[config.mk]
export PLATFORM = sky130hd
export DESIGN_NAME = clock_switch_sequencer
export DESIGN_NICKNAME = d
export VERILOG_FILES = /design/src/rtl/clock_switch_pkg.sv /design/src/rtl/settle_counter.sv /design/src/rtl/clock_switch_sequencer.sv
export SDC_FILE = /design/constraint.sdc
export NUM_CORES = 1
export LEC_CHECK = 0
export BUFFER_PORTS_ARGS = -buffer_cell sky130_fd_sc_hd__buf_2
export CAP_MARGIN = 40
export CORE_UTILIZATION = 48
export DETAILED_ROUTE_END_ITERATION = 6
export PLACE_DENSITY = 0.7
export SYNTH_ARGS = -nofsm -noshare
export SYNTH_HDL_FRONTEND = slang
export SYNTH_SLANG_ARGS = --single-unit
[constraint.sdc]
create_clock -name clock -period 2.7 [get_ports clock]
set_clock_uncertainty 0.05 [all_clocks]
set_input_delay 0.405 -clock clock [delete_from_list [all_inputs] [get_ports clock]]
set_output_delay 0.405 -clock clock [all_outputs]
set_load 0.005 [all_outputs]
[src/rtl/clock_switch_pkg.sv]
// Shared types and defaults for the glitch-free clock-switch sequencer.
package clock_switch_pkg;

    // Sequencer phases; DONE is not a state, it is the IDLE re-entry edge.
    typedef enum logic [1:0] {
        IDLE     = 2'd0,
        GATE_OFF = 2'd1,
        SWITCH   = 2'd2,
        GATE_ON  = 2'd3
    } state_e;

    localparam int unsigned DEFAULT_NUM_CLOCKS    = 4;
    localparam int unsigned DEFAULT_SETTLE_CYCLES = 8;

endpackage

[src/rtl/settle_counter.sv]
// Saturating down-counter timing each settle phase of the sequencer.
module settle_counter #(
    parameter int unsigned CNT_W = 4
) (
    input  logic             clock,
    input  logic             reset,
    input  logic             load,
    input  logic [CNT_W-1:0] loadValue,
    input  logic             dec,
    output logic             zero
);

    logic [CNT_W-1:0] count;

    // Load on phase entry, otherwise count down and hold at zero.
    always_ff @(posedge clock) begin
        if (reset) begin
            count <= '0;
        end else if (load) begin
            count <= loadValue;
        end else if (dec && (count != '0)) begin
            count <= count - CNT_W'(1);
        end
    end

    assign zero = (count == '0);

endmodule

[src/rtl/clock_switch_sequencer.sv]
// Sequences a clock-mux switch: gate old source off, settle, move select,
// settle, enable new source, settle. Runs on the always-on reference clock.
import clock_switch_pkg::*;

module clock_switch_sequencer #(
    parameter int unsigned NUM_CLOCKS    = DEFAULT_NUM_CLOCKS,
    parameter int unsigned SEL_W         = $clog2(NUM_CLOCKS),
    parameter int unsigned SETTLE_CYCLES = DEFAULT_SETTLE_CYCLES,
    parameter int unsigned CNT_W         = $clog2(SETTLE_CYCLES + 1)
) (
    input  logic                  clock,
    input  logic                  reset,
    input  logic                  io_req_valid,
    output logic                  io_req_ready,
    input  logic [SEL_W-1:0]      io_req_sel,
    output logic [SEL_W-1:0]      io_sel,
    output logic [NUM_CLOCKS-1:0] io_gate_en,
    output logic [SEL_W-1:0]      io_cur_sel,
    output logic                  io_busy,
    output logic                  io_done,
    output logic                  io_err
);

    localparam logic [CNT_W-1:0] SETTLE_LOAD = CNT_W'(SETTLE_CYCLES - 1);
    // One extra bit so the range check never compares against an unrepresentable bound.
    localparam logic [SEL_W:0]   SEL_LIMIT   = (SEL_W + 1)'(NUM_CLOCKS);

    state_e                state, stateNext;
    logic [SEL_W-1:0]      selReg, selNext;
    logic [NUM_CLOCKS-1:0] gateReg, gateNext;
    logic [SEL_W-1:0]      curReg, curNext;
    logic [SEL_W-1:0]      targetReg, targetNext;
    logic                  doneReg, doneNext;
    logic                  errReg, errNext;
    logic                  cntLoad, cntDec, cntZero;
    logic                  accept;

    settle_counter #(
        .CNT_W(CNT_W)
    ) u_settle (
        .clock    (clock),
        .reset    (reset),
        .load     (cntLoad),
        .loadValue(SETTLE_LOAD),
        .dec      (cntDec),
        .zero     (cntZero)
    );

    assign io_req_ready = (state == IDLE) && !reset;
    assign accept       = io_req_valid && io_req_ready;

    // Next-state and next-output decode, including request range/same-source checks.
    always_comb begin
        stateNext  = state;
        selNext    = selReg;
        gateNext   = gateReg;
        curNext    = curReg;
        targetNext = targetReg;
        doneNext   = 1'b0;
        errNext    = 1'b0;
        cntLoad    = 1'b0;
        cntDec     = 1'b0;
        unique case (state)
            IDLE: begin
                if (accept) begin
                    if ({1'b0, io_req_sel} >= SEL_LIMIT) begin
                        errNext = 1'b1;
                    end else if (io_req_sel == curReg) begin
                        doneNext = 1'b1;
                    end else begin
                        targetNext = io_req_sel;
                        gateNext   = '0;
                        cntLoad    = 1'b1;
                        stateNext  = GATE_OFF;
                    end
                end
            end
            GATE_OFF: begin
                if (cntZero) begin
                    selNext   = targetReg;
                    cntLoad   = 1'b1;
                    stateNext = SWITCH;
                end else begin
                    cntDec = 1'b1;
                end
            end
            SWITCH: begin
                if (cntZero) begin
                    gateNext  = NUM_CLOCKS'(1) << targetReg;
                    curNext   = targetReg;
                    cntLoad   = 1'b1;
                    stateNext = GATE_ON;
                end else begin
                    cntDec = 1'b1;
                end
            end
            GATE_ON: begin
                if (cntZero) begin
                    doneNext  = 1'b1;
                    stateNext = IDLE;
                end else begin
                    cntDec = 1'b1;
                end
            end
            default: stateNext = IDLE;
        endcase
    end

    // State and registered outputs; reset returns to source 0 regardless of phase.
    always_ff @(posedge clock) begin
        if (reset) begin
            state     <= IDLE;
            selReg    <= '0;
            gateReg   <= NUM_CLOCKS'(1);
            curReg    <= '0;
            targetReg <= '0;
            doneReg   <= 1'b0;
            errReg    <= 1'b0;
        end else begin
            state     <= stateNext;
            selReg    <= selNext;
            gateReg   <= gateNext;
            curReg    <= curNext;
            targetReg <= targetNext;
            doneReg   <= doneNext;
            errReg    <= errNext;
        end
    end

    assign io_sel     = selReg;
    assign io_gate_en = gateReg;
    assign io_cur_sel = curReg;
    assign io_busy    = (state != IDLE);
    assign io_done    = doneReg;
    assign io_err     = errReg;

endmodule

; ---- Word level (Yosys, flattened, before mapping)
; Index checks and enable logic that the tools add are counted.
[op_classes]
muxes = 21
magnitude_cmp = 0
reduce_logical = 18
n_bitwise = 1
n_eq_ne = 9
n_mul = 0
n_shift = 1
add_sub_neg = 1
div = 0
[ops]
columns = cell, n
row1 = $mux W4, 3
row2 = $mux W2, 5
row3 = $ne A2 B2 Y1 const B, 5
row4 = $pmux W2 S4, 1
row5 = $pmux W4 S2, 1
row6 = $mux W1, 7
row7 = $mux W3, 2
row8 = $reduce_bool A2 Y1, 3
row9 = $reduce_and A5 Y1, 1
row10 = $eq A2 B2 Y1 const B, 2
row11 = $logic_not A4 Y1, 1
row12 = $pmux W1 S2, 2
row13 = $reduce_and A2 Y1, 2
row14 = $reduce_and A4 Y1, 1
row15 = $reduce_bool A4 Y1, 1
row16 = $reduce_or A2 Y1, 2
row17 = $shl A1 B2 Y4 const A, 1
row18 = $sub A4 B1 Y4 const B, 1
row19 = $logic_and A1 B1 Y1, 3
row20 = $reduce_and A3 Y1, 1
row21 = $reduce_or A3 Y1, 1
row22 = $eq A2 B1 Y1 const B, 1
row23 = $eq A2 B2 Y1, 1
row24 = $logic_not A2 Y1, 1
row25 = other kinds (2), 2
[totals]
latchBits = 0
inputBits = 5
mem_count = 0
mem_bits_ro = 0
word_cells = 59
regBits = 17
out_inout_bits = 12
ram_bits = 0

; ---- Longest topological paths before layout
[logic_depth]
word_depth = 6
depth_mapped = 7
ltp_nobuf = 6

; ---- Modules after synthesis
; Synthesis repeated with hierarchy kept, for this count alone.
[unflattened]
cells_unflattened = 111
hier_area_um2 = 996.0
[modules_own_cells]
columns = module, seq_area_each_um2, area_per_inst_um2, cells_each, n_inst
row1 = clock_switch_sequencer, 260.2, 733.2, 82, 1
row2 = settle_counter, 80.1, 262.8, 29, 1

; ---- Worst setup path before layout
; Ideal clock, no wire load.
[synth_timing]
path_type = register to register
from = register state[0]
to = register gateReg[3] (netlist: io_gate_en[3])
setup_ns = 0.070
t_arrival_ns = 1.742
synth_period_minus_slack_ns = 1.862
n_path_buf = 0
path_stages_with_launch = 7
setup_slack_ns = 0.838
path_cell_list = dfxtp_1 > inv_1 > ha_1 > nand2b_1 > a22o_1 > or4b_1 > a21oi_1
[synth_between]
elab_chain_cells = 5
[synth_lines]
columns = element, line_no
row1 = "start, declared", clock_switch_sequencer.sv:28  ; state_e state, stateNext;
row2 = "start signal, assigned", clock_switch_sequencer.sv:120  ; state <= stateNext;
row3 = $logic_not A2 Y1, "clock_switch_sequencer.sv:49, clock_switch_sequencer.sv:63"
row4 = $logic_and A1 B1 Y1, clock_switch_sequencer.sv:49  ; assign io_req_ready = (state == IDLE) && !reset;
row5 = $logic_and A1 B1 Y1, clock_switch_sequencer.sv:50  ; assign accept = io_req_valid && io_req_ready;
row6 = $ne A2 B2 Y1 (no source line), n/a
row7 = $reduce_and A4 Y1 (no source line), n/a
row8 = "end signal, assigned", clock_switch_sequencer.sv:122  ; gateReg <= gateNext;
row9 = "end, declared", clock_switch_sequencer.sv:30  ; logic [NUM_CLOCKS-1:0] gateReg, gateNext;
; Several ways; a longest one is shown, not always the timed one.
; A chain may end at the register's enable or synchronous reset.

; ---- Final worst setup path
; Ends and elaborated chain as after synthesis.

==> metrics <==
met2 WL 865 µm; Bufs and invs on worst path 1; largest net degree at the start of global routing 23; Starting DRT DRC Count 22; Synth Area in Simple Gates 0.255; vias in the first global route 695; critical path type reg2reg; Resized cells post-CTS 0; H-tree levels 1; First-pass DRT Iterations 4; largest family of logic cells by synthesized area simple AND/OR/NAND/NOR gates; most frequent cell after synthesis dfxtp_1; Avg Cell Area, Syn 8.61 µm²; Yosys Warn Count 0; Synth Area in Compound Gates 0.166; hold buffers post-CTS 0; Slew HR 0.464; Starting Density 0.522; EDFF count, synth 0; Leak 0.434 nW; metal1 wirelength 864 µm; vias per cell 5.51; synth unique cells 35; dpl hpwl 1370 µm; global route total overflow 0; CTS clk-pin slew, worst paths 0.10 ns; CTS tree yes; Reg2Reg Launch Point state[0]; sequential area share after synthesis 0.370; crit path cell chain inv_1 > ha_1 > nand4bb_2 > a22o_1 > or4b_1 > a21oi_1; Peak VDD IR 453 µV; CTS Sinks 17; crit path launch type register; reg-to-reg slack, setup 0.63 ns; Top Metal Used met4; Syn Inst Count 107; max capacitance violation total 0; post-CTS setup buffers 0; Adder-Cell Fraction of Synth Area 0.0951; RSZ-0062 raised after global routing false; Max Clk Rate 0.483 GHz; clk root buf clkbuf_4; worst path required time 2.87 ns; total CTS buffers 3; crit path from state[0]; CP Depth 6; ANT cells 0; post-synth top area share 0.370; Async S/R FF share, synth 0; cell family with most CP delay simple AND/OR/NAND/NOR gates; synth cell count leaders dfxtp_1, a21oi_1, ha_1, nand2_1, nor2_1; DIE HEIGHT 45.8 µm; outcome finished, final reports clean; CP arrival 2.24 ns; num rows 15; layout net count 136; Post-Place Worst Slack 0.668 ns; Total GRT Usage 0.195; Synth area leaders dfxtp_1, ha_1, a21oi_1; fin util 0.591; Die Span X 45.8 µm; crit-path max cell delay 0.51 ns; top-level port count 17; DR DRC count 0; Setup crit end io_gate_en[3]; XOR/XNOR Fraction of Synth Area 0.0476; met3 routed WL 73 µm; Power, Total 0.865 mW; area growth from synthesis to layout 13.2%; CP Capture Type register; Post-Syn Area 921 µm²; Synth Register Bits 17; core footprint 0.00176 mm²; share of layout cells above drive strength 1 0.171; Reg2Reg Depth 6; final setup vio count 0; die area 0.00210 mm²; minimum clock period 2.07 ns; Hold Path Class in2reg; Tcrit/Tclk final 0.767; actual slew at the worst max-slew pin 0.798 ns; final worst slack 0.630 ns; first-pass GRT wire length 2930 µm; Clk Latency, worst-skew pair 0.29 ns; Crit-path slowest cell or4b_1; fillers 175; number of port buffers 15; WL/cell 12.3 µm; Clock Path Buffers 2; Reg-to-Reg End io_gate_en[3]; Routed Antenna Nets 0; CP Max Fanout 8; dominant cell type by area after synthesis dfxtp_1; Pwr Density 830 mW/mm²; post-synthesis mux area share 0.0217; Final Slew Violations 0; via count 815; Hold Crit Depth 3; Post-Route WL 1820 µm; Main synth FF type dfxtp_1; Final Hold Vio Count 0; syn nets 119; initial antenna violation count 0; final setup TNS 0 ns; GPL Wtd Cong 0.737
==> cell families (layout without fill, tap and decap cells) <==
kind of cell / count (synthesis) / count (layout)
AND/OR/NAND/NOR: 40 / 40
AO/OA/AOI/OAI: 26 / 26
flip-flops: 17 / 17
buffers and inverters: 9 / 25
adder cells (fa/ha/maj): 7 / 7
XOR/XNOR: 5 / 5
multiplexers: 2 / 2
other: 1 / 1
==> where the power goes <==
group	switching [mW]	internal, mW	total (mW)
Sequential	0.0385	0.294	0.333
Combinational	0.229	0.171	0.399
Clock	0.0753	0.0573	0.133
Total	0.342	0.522	0.865
==> final cells by class <==
class | instances | area, µm² | area share
Timing Repair Buffer | 16 | 82.6 | 0.0792
Inverter | 5 | 18.8 | 0.0180
Multi-Input combinational cell | 81 | 543 | 0.521
Tap cell | 25 | 31.3 | 0.0300
Clock buffer | 4 | 26.3 | 0.0252
Sequential cell | 17 | 340 | 0.327
==> state kept, by name, summed over array words and instances, names as in the netlist <==
name	cells
io_gate_en	4
targetReg	2
io_cur_sel	2
state	2
io_sel	2
io_done	1
u_settle.count	4
==> tightest hold or removal path: cells and delay by family <==
kind / cells / cell delay, ns
mux: 1 / 0.07
simple gates: 1 / 0.08
buf+inv: 1 / 0.11
==> cells in the final DEF (no fill, tap or decap), drive strengths merged, types with 2 or more instances in the layout <==
master  instances
nand2b          3
buf            16
or4             3
nand3           5
xor2            2
dfxtp          17
nor3b           2
mux2i           2
nand2           7
nor3            5
xnor2           3
o31ai           2
inv             5
clkbuf          4
ha              7
a21oi          12
or4b            2
nor2            6
o21ai           6
==> worst min path at each step <==
stage                              from      endpoint  slack (ns)
after CTS                 io_req_sel[0]  targetReg[0]        0.36
after global placement        io_sel[0]     io_sel[0]        0.39
final                     io_req_sel[0]  targetReg[0]        0.37
after global routing      io_req_sel[0]  targetReg[0]        0.35
after floorplan               io_sel[0]     io_sel[0]        0.40
after detailed placement      io_sel[0]     io_sel[0]        0.40
==> per-layer routing <==
metal | vias up | GRT usage
met1 | 378 | 0.245
met2 | 18 | 0.314
met3 | 2 | 0.0476
met5 | - | 0
met4 | 0 | 0.0882
li1 | 417 | -
==> per-stage QoR <==
stage | cell area, µm² | cells | hold slack (ns)
final | 1040 | 148 | 0.369
after detailed placement | 1020 | 144 | 0.404
after CTS | 1040 | 148 | 0.362
after global placement | 1020 | 144 | 0.393
after floorplan | 921 | 107 | 0.403
after global routing | 1040 | 148 | 0.354
(Power assumes the default switching activity.)
